$ cat config.mk
export PLATFORM = sky130hd
export DESIGN_NAME = fractal_sync_rx_arbiter
export DESIGN_NICKNAME = d
export VERILOG_FILES = /design/src/rtl/fractal_sync_pkg.sv /design/src/rtl/fractal_sync_rr_arb.sv /design/src/rtl/fractal_sync_rx_arbiter.sv
export SDC_FILE = /design/constraint.sdc
export NUM_CORES = 1
export LEC_CHECK = 0
export CORE_MARGIN = 2
export CORE_UTILIZATION = 41
export DETAILED_ROUTE_END_ITERATION = 10
export GPL_TIMING_DRIVEN = 0
export PLACE_DENSITY = 0.86
export SYNTH_ARGS = -nofsm -noshare
export SYNTH_HDL_FRONTEND = slang
export SYNTH_HIERARCHICAL = 1
export SYNTH_SLANG_ARGS = --single-unit
$ cat constraint.sdc
create_clock -name clk_i -period 2.1 [get_ports clk_i]
set_input_delay 0.315 -clock clk_i [delete_from_list [all_inputs] [get_ports clk_i]]
set_output_delay 0.315 -clock clk_i [all_outputs]
set_load 0.02 [all_outputs]
$ cat src/rtl/fractal_sync_pkg.sv
// Shared helpers for the fractal sync network: index width and round-robin pointer advance.
// Request types are passed into modules as type parameters, so no typedefs live here.
package fractal_sync_pkg;

  function automatic int unsigned idx_width(input int unsigned n);
    return (n > 1) ? $clog2(n) : 1;
  endfunction

  // Next round-robin position after granting port ptr, wrapping at n.
  function automatic int unsigned rr_next(input int unsigned ptr, input int unsigned n);
    return (ptr + 1 >= n) ? 32'd0 : ptr + 1;
  endfunction

endpackage

$ cat src/rtl/fractal_sync_rr_arb.sv
// Combinational rotate-priority picker: first set request at or after i_ptr, wrapping.
// Purely combinational; the pointer itself is owned by the caller.
module fractal_sync_rr_arb
  import fractal_sync_pkg::*;
#(
  parameter  int unsigned N     = 4,
  localparam int unsigned IDX_W = idx_width(N)
) (
  input  logic [N-1:0]     i_req,
  input  logic [IDX_W-1:0] i_ptr,
  output logic [N-1:0]     o_gnt,
  output logic [IDX_W-1:0] o_idx,
  output logic             o_any
);

  logic [2*N-1:0]   w_dbl;
  logic [N-1:0]     w_rot;
  logic [IDX_W-1:0] w_first;
  logic [IDX_W:0]   w_sum;

  // Bit k of the rotated vector is the request of port (ptr + k) mod N.
  assign w_dbl = {i_req, i_req} >> i_ptr;
  assign w_rot = w_dbl[N-1:0];
  assign o_any = |i_req;

  always_comb begin
    w_first = '0;
    for (int k = int'(N) - 1; k >= 0; k--) begin
      if (w_rot[k]) w_first = IDX_W'(k);
    end
  end

  assign w_sum = {1'b0, i_ptr} + {1'b0, w_first};

  always_comb begin
    o_idx = w_sum[IDX_W-1:0];
    if (w_sum >= (IDX_W+1)'(N)) o_idx = IDX_W'(w_sum - (IDX_W+1)'(N));
  end

  always_comb begin
    o_gnt = '0;
    for (int i = 0; i < int'(N); i++) begin
      o_gnt[i] = o_any && (o_idx == IDX_W'(i));
    end
  end

endmodule

$ cat src/rtl/fractal_sync_rx_arbiter.sv
// Round-robin arbiter sharing one upstream valid/ready path among N_RX rx request FIFOs.
// Pops the winning FIFO head into a one-entry output register; 1 request/cycle when ready.
module fractal_sync_rx_arbiter
  import fractal_sync_pkg::*;
#(
  parameter  type         fsync_req_t = logic,
  parameter  int unsigned N_RX        = 4,
  localparam int unsigned IDX_W       = idx_width(N_RX)
) (
  input  logic                    clk_i,
  input  logic                    rst_ni,
  input  logic       [N_RX-1:0]   empty_i,
  input  fsync_req_t [N_RX-1:0]   req_i,
  output logic       [N_RX-1:0]   pop_o,
  output logic                    valid_o,
  output fsync_req_t              req_o,
  input  logic                    ready_i,
  output logic       [IDX_W-1:0]  grant_idx_o,
  output logic                    busy_o
);

  logic             r_valid;
  fsync_req_t       r_req;
  logic [IDX_W-1:0] r_idx;
  logic [IDX_W-1:0] r_ptr;

  logic [N_RX-1:0]  w_gnt;
  logic [IDX_W-1:0] w_idx;
  logic             w_any;
  logic             w_load;

  fractal_sync_rr_arb #(
    .N (N_RX)
  ) u_rr_arb (
    .i_req (~empty_i),
    .i_ptr (r_ptr),
    .o_gnt (w_gnt),
    .o_idx (w_idx),
    .o_any (w_any)
  );

  // Register is free when empty or being drained this cycle.
  assign w_load = (~r_valid | ready_i) & w_any;
  assign pop_o  = (w_load & rst_ni) ? w_gnt : '0;

  always_ff @(posedge clk_i or negedge rst_ni) begin
    if (!rst_ni) begin
      r_valid <= 1'b0;
      r_req   <= '0;
      r_idx   <= '0;
      r_ptr   <= '0;
    end else if (w_load) begin
      r_valid <= 1'b1;
      r_req   <= req_i[w_idx];
      r_idx   <= w_idx;
      r_ptr   <= IDX_W'(rr_next(32'(w_idx), N_RX));
    end else if (ready_i) begin
      r_valid <= 1'b0;
    end
  end

  assign valid_o     = r_valid;
  assign req_o       = r_req;
  assign grant_idx_o = r_idx;
  assign busy_o      = r_valid | w_any;

  a_pop_onehot: assert property (@(posedge clk_i) disable iff (!rst_ni) $onehot0(pop_o));
  a_pop_nonempty: assert property (@(posedge clk_i) disable iff (!rst_ni) (pop_o & empty_i) == '0);
  a_hold_stable: assert property (@(posedge clk_i) disable iff (!rst_ni)
    (r_valid && !ready_i) |=> (r_valid && $stable(r_req) && $stable(r_idx)));

endmodule

==> impl_metrics.prom <==
# TYPE chip_impl_metric gauge
chip_impl_info{name="status",value="complete, but fails checks"} 1
chip_impl_info{name="failed_checks",value="negative setup slack"} 1
chip_impl_metric{name="post_route_cells_drive_above_1_share",unit=""} 0.4950
chip_impl_metric{name="synthMuxAreaShare",unit=""} 0.2176
chip_impl_metric{name="syn_nets",unit=""} 83
chip_impl_info{name="grt_setup_unrepaired",value="true"} 1
chip_impl_metric{name="number_of_buffers_added_by_the_clock_tree_synthesis_step",unit=""} 3
chip_impl_info{name="commonest_cells_after_routing_fill_and_taps_aside",value="sky130_fd_sc_hd__clkdlybuf4s50_1, sky130_fd_sc_hd__buf_4, sky130_fd_sc_hd__buf_6"} 1
chip_impl_info{name="cts_tree",value="built"} 1
chip_impl_metric{name="p_int",unit="uW"} 810.2
chip_impl_metric{name="crit_arrival",unit="ps"} 2190
chip_impl_info{name="postSynth.topFlopCell",value="sky130_fd_sc_hd__dfrtp_1"} 1
chip_impl_metric{name="biggest_fanout_along_the_worst_timing_path",unit=""} 7
chip_impl_metric{name="grt_pass1_vias",unit=""} 686
chip_impl_metric{name="antenna_found_initial",unit=""} 0
chip_impl_metric{name="wire_per_inst",unit="um"} 13.01
chip_impl_metric{name="detailedRoute.firstIterationViolations",unit=""} 1
chip_impl_metric{name="post_synth_instance_area",unit="sq um"} 655.6
chip_impl_metric{name="synthXorXnorAreaFrac",unit=""} 0.04008
chip_impl_metric{name="crit_path_max_incr_delay",unit="ps"} 360
chip_impl_metric{name="die_width",unit="um"} 43.99
chip_impl_metric{name="die_area",unit="sq mm"} 0.001935
chip_impl_metric{name="overflow",unit=""} 0
chip_impl_metric{name="power.share.switching",unit=""} 0.4191
chip_impl_info{name="crit_chain",value="buf_6 > inv_4 > nor3b_2 > a21oi_1 > o211ai_1 > ha_2 > xnor2_2 > nand2_1 > mux2i_1 > and3_2 > buf_6"} 1
chip_impl_metric{name="h-tree-depth",unit=""} 1
chip_impl_metric{name="clkTransAtPathRegs",unit="ps"} 50
chip_impl_metric{name="wl",unit="mm"} 1.522
chip_impl_info{name="crit_family",value="simple AND/OR/NAND/NOR gates"} 1
chip_impl_info{name="rr_startpoint",value="r_ptr[0]"} 1
chip_impl_info{name="endpoint_kind",value="output port"} 1
chip_impl_metric{name="floorplan.die.height",unit="um"} 43.99
chip_impl_metric{name="fmax",unit="MHz"} 398.5
chip_impl_metric{name="preCtsSetupSlack",unit="ps"} -1173
chip_impl_metric{name="synth_fa_ha_area_frac",unit=""} 0.03817
chip_impl_metric{name="post_synth.cell_area_avg",unit="sq um"} 9.366
chip_impl_metric{name="power_switching",unit="uW"} 584.4
chip_impl_metric{name="synthesis.yosys.warnings",unit=""} 6
chip_impl_info{name="layout_commonest_cell",value="sky130_fd_sc_hd__clkdlybuf4s50_1"} 1
chip_impl_metric{name="detail_route.drc_violations",unit=""} 0
chip_impl_info{name="cts.root.buffer_cell",value="sky130_fd_sc_hd__clkbuf_4"} 1
chip_impl_metric{name="cts_hold_buf",unit=""} 0
chip_impl_info{name="critPathMostFrequentCell",value="sky130_fd_sc_hd__buf_6"} 1
chip_impl_metric{name="ir_drop",unit="V"} 0.0008970
chip_impl_metric{name="power-per-cell-area",unit="mW/mm^2"} 1316
chip_impl_metric{name="n_antenna_cell",unit=""} 0
chip_impl_metric{name="finalNonFillerCells",unit=""} 117
chip_impl_metric{name="fin_ws",unit="ps"} -409.6
chip_impl_info{name="synth_top_family_by_area",value="simple AND/OR/NAND/NOR gates"} 1
chip_impl_metric{name="drtAntennaViolNets",unit=""} 0
chip_impl_metric{name="start_util",unit=""} 0.4352
chip_impl_info{name="crit_path_start",value="r_ptr[0]"} 1
chip_impl_metric{name="grt_usage",unit=""} 0.2048
chip_impl_metric{name="worstSkewPairLatency",unit="ps"} 240
chip_impl_metric{name="yosysSeqAreaShare",unit=""} 0.2290
chip_impl_metric{name="worstPathRequired",unit="ps"} 1780
chip_impl_metric{name="synth_cell_type_count",unit=""} 32
chip_impl_metric{name="route.vias.total",unit=""} 607
chip_impl_metric{name="core_region_area",unit="sq mm"} 0.001506
chip_impl_metric{name="worst-slew-pin-transition",unit="ps"} 427.2
chip_impl_metric{name="synthToLayoutAreaGrowth",unit="%"} 61.64
chip_impl_metric{name="clock_sinks",unit=""} 6
chip_impl_metric{name="power_frac_seq",unit=""} 0.142
chip_impl_metric{name="dp_hpwl",unit="mm"} 1.062
chip_impl_metric{name="synth_cells",unit=""} 70
chip_impl_metric{name="worst_clock_skew",unit="ps"} 1.584
chip_impl_metric{name="firstDrtPassIters",unit=""} 4
chip_impl_metric{name="min_period_over_period",unit=""} 1.195
chip_impl_metric{name="avgViaCountPerCell",unit=""} 5.188
chip_impl_metric{name="reg2regPathDepth",unit=""} 10
chip_impl_info{name="type_of_the_setup_path_with_the_least_slack",value="reg2out"} 1
chip_impl_metric{name="grt_pass1_wl",unit="mm"} 2.946
chip_impl_metric{name="grt_start_max_net_pins",unit=""} 11
chip_impl_metric{name="rows",unit=""} 14
chip_impl_metric{name="final_max_slew_viol_count",unit=""} 0
chip_impl_metric{name="placedCellCount",unit=""} 105
chip_impl_metric{name="finalWorstPathRequiredPeriod",unit="ps"} 2510
chip_impl_info{name="timing.critical_path.slowest_stage_cell",value="sky130_fd_sc_hd__dfrtp_1"} 1
chip_impl_metric{name="r2r_slack",unit="ps"} -280
chip_impl_metric{name="fin_nets",unit=""} 116
chip_impl_metric{name="count_of_pins_on_the_block_boundary",unit=""} 20
chip_impl_metric{name="power_frac_comb",unit=""} 0.780
chip_impl_metric{name="power.static_leakage",unit="uW"} 0.0004667
chip_impl_metric{name="synth_seq_cells",unit=""} 6
chip_impl_metric{name="cp.buffers_inverters",unit=""} 3
chip_impl_metric{name="final_hold_viol_count",unit=""} 0
chip_impl_metric{name="final-setup-viol-count",unit=""} 7
chip_impl_metric{name="synth_async_sr_flop_share",unit=""} 1.000
chip_impl_metric{name="synth_enable_flop_cells",unit=""} 0
chip_impl_metric{name="fraction_of_the_mapped_netlist_area_in_simple_logic_gates",unit=""} 0.2557
chip_impl_metric{name="synth_compound_gate_area_share",unit=""} 0.09924
chip_impl_metric{name="max-slew-margin-rel",unit=""} 0.7145
chip_impl_info{name="rr_endpoint",value="req_o"} 1
chip_impl_metric{name="timing.max_cap.violations",unit=""} 0
chip_impl_metric{name="cp_num_cells",unit=""} 11
chip_impl_metric{name="fillCellCount",unit=""} 121
chip_impl_metric{name="io_buffers",unit=""} 19
chip_impl_metric{name="ctsLongestPathBuffers",unit=""} 2
chip_impl_info{name="startpoint_type",value="flip-flop"} 1
chip_impl_info{name="min-delay-path-class",value="in2async"} 1
chip_impl_metric{name="routabilityCongestion",unit=""} 0.7690
chip_impl_metric{name="power.clock.fraction",unit=""} 0.078
-- flip-flops by register name (all words and copies together) (netlist names) --
| signal | count |
|---|---|
| grant_idx_o | 2 |
| r_ptr | 2 |
| req_o | 1 |
| valid_o | 1 |
-- power groups by stage --
| stage | sequential, uW | clock (uW) | combinational (uW) |
|---|---|---|---|
| after global placement | 200 | 0 | 845 |
| after global routing | 205 | 122 | 1210 |
| after detailed placement | 200 | 0 | 891 |
| after floorplan | 235 | 0 | 622 |
| final | 198 | 109 | 1090 |
| after CTS | 199 | 111 | 1080 |
-- metrics by stage --
step	power (uW)	TNS (ps)	area [sq um]	util	hold slack, ps
3_3_place_gp	1045	-6971	892.1	0.5922	469.3
4_1_cts	1389	-2313	1066	0.7076	358.3
5_1_grt	1533	-3311	1060	0.7035	376.7
3_5_place_dp	1090	-7518	892.1	0.5922	482.1
6_report	1395	-2384	1060	0.7035	358.0
2_1_floorplan	856.3	-61.69	681.9	-	19.41
-- final cells by class --
class,instances,area [sq um],area share
Multi-Input combinational cell,53,518.0,0.4888
Buffer,5,56.30,0.05313
Tap cell,16,20.02,0.01889
Inverter,6,27.53,0.02597
Clock buffer,3,22.52,0.02125
Sequential cell,6,150.1,0.1417
Timing Repair Buffer,28,265.3,0.2503
-- how the worst max path moves through the flow --
stage | end
after CTS | pop_o[0]
after floorplan | req_o
final | pop_o[0]
after global placement | pop_o[3]
after detailed placement | pop_o[3]
after global routing | pop_o[0]
-- synth_stat cells, types with 2 or more instances --
cell type,instances,share of area
sky130_fd_sc_hd__mux2i_1,6,0.092
sky130_fd_sc_hd__nand2b_1,2,0.019
sky130_fd_sc_hd__inv_1,6,0.034
sky130_fd_sc_hd__nor2_1,5,0.029
sky130_fd_sc_hd__dfrtp_1,6,0.23
sky130_fd_sc_hd__and3_1,4,0.038
sky130_fd_sc_hd__mux2_1,4,0.069
sky130_fd_sc_hd__a21oi_1,2,0.015
sky130_fd_sc_hd__nand2_1,6,0.034
sky130_fd_sc_hd__xnor2_1,2,0.027
sky130_fd_sc_hd__ha_1,2,0.038
sky130_fd_sc_hd__nor3b_1,2,0.023
sky130_fd_sc_hd__nor4_1,2,0.019
sky130_fd_sc_hd__buf_6,3,0.052
-- repair_timing --
item                                    4_1_cts  5_1_grt
resized for setup                            50        1
endpoints found under the setup margin        9        9
pin swaps                                    14        3
buffers inserted                              9        0
-- per-layer routing --
layer / GRT usage / up-vias / wire length (um)
met5: 0 / - / 0
met1: 0.2377 / 281 / 619
li1: - / 304 / -
met3: 0.04167 / 2 / 81
met2: 0.3765 / 20 / 813
met4: 0.05455 / 0 / 7
-- cell families after synthesis --
logic type,count (synthesis)
flip-flops,6
XOR/XNOR,3
adder cells (fa/ha/maj),2
buffers and inverters,11
AND/OR/NAND/NOR,29
AO/OA/AOI/OAI,7
multiplexers,12
Power figures use the tool's default switching activity.
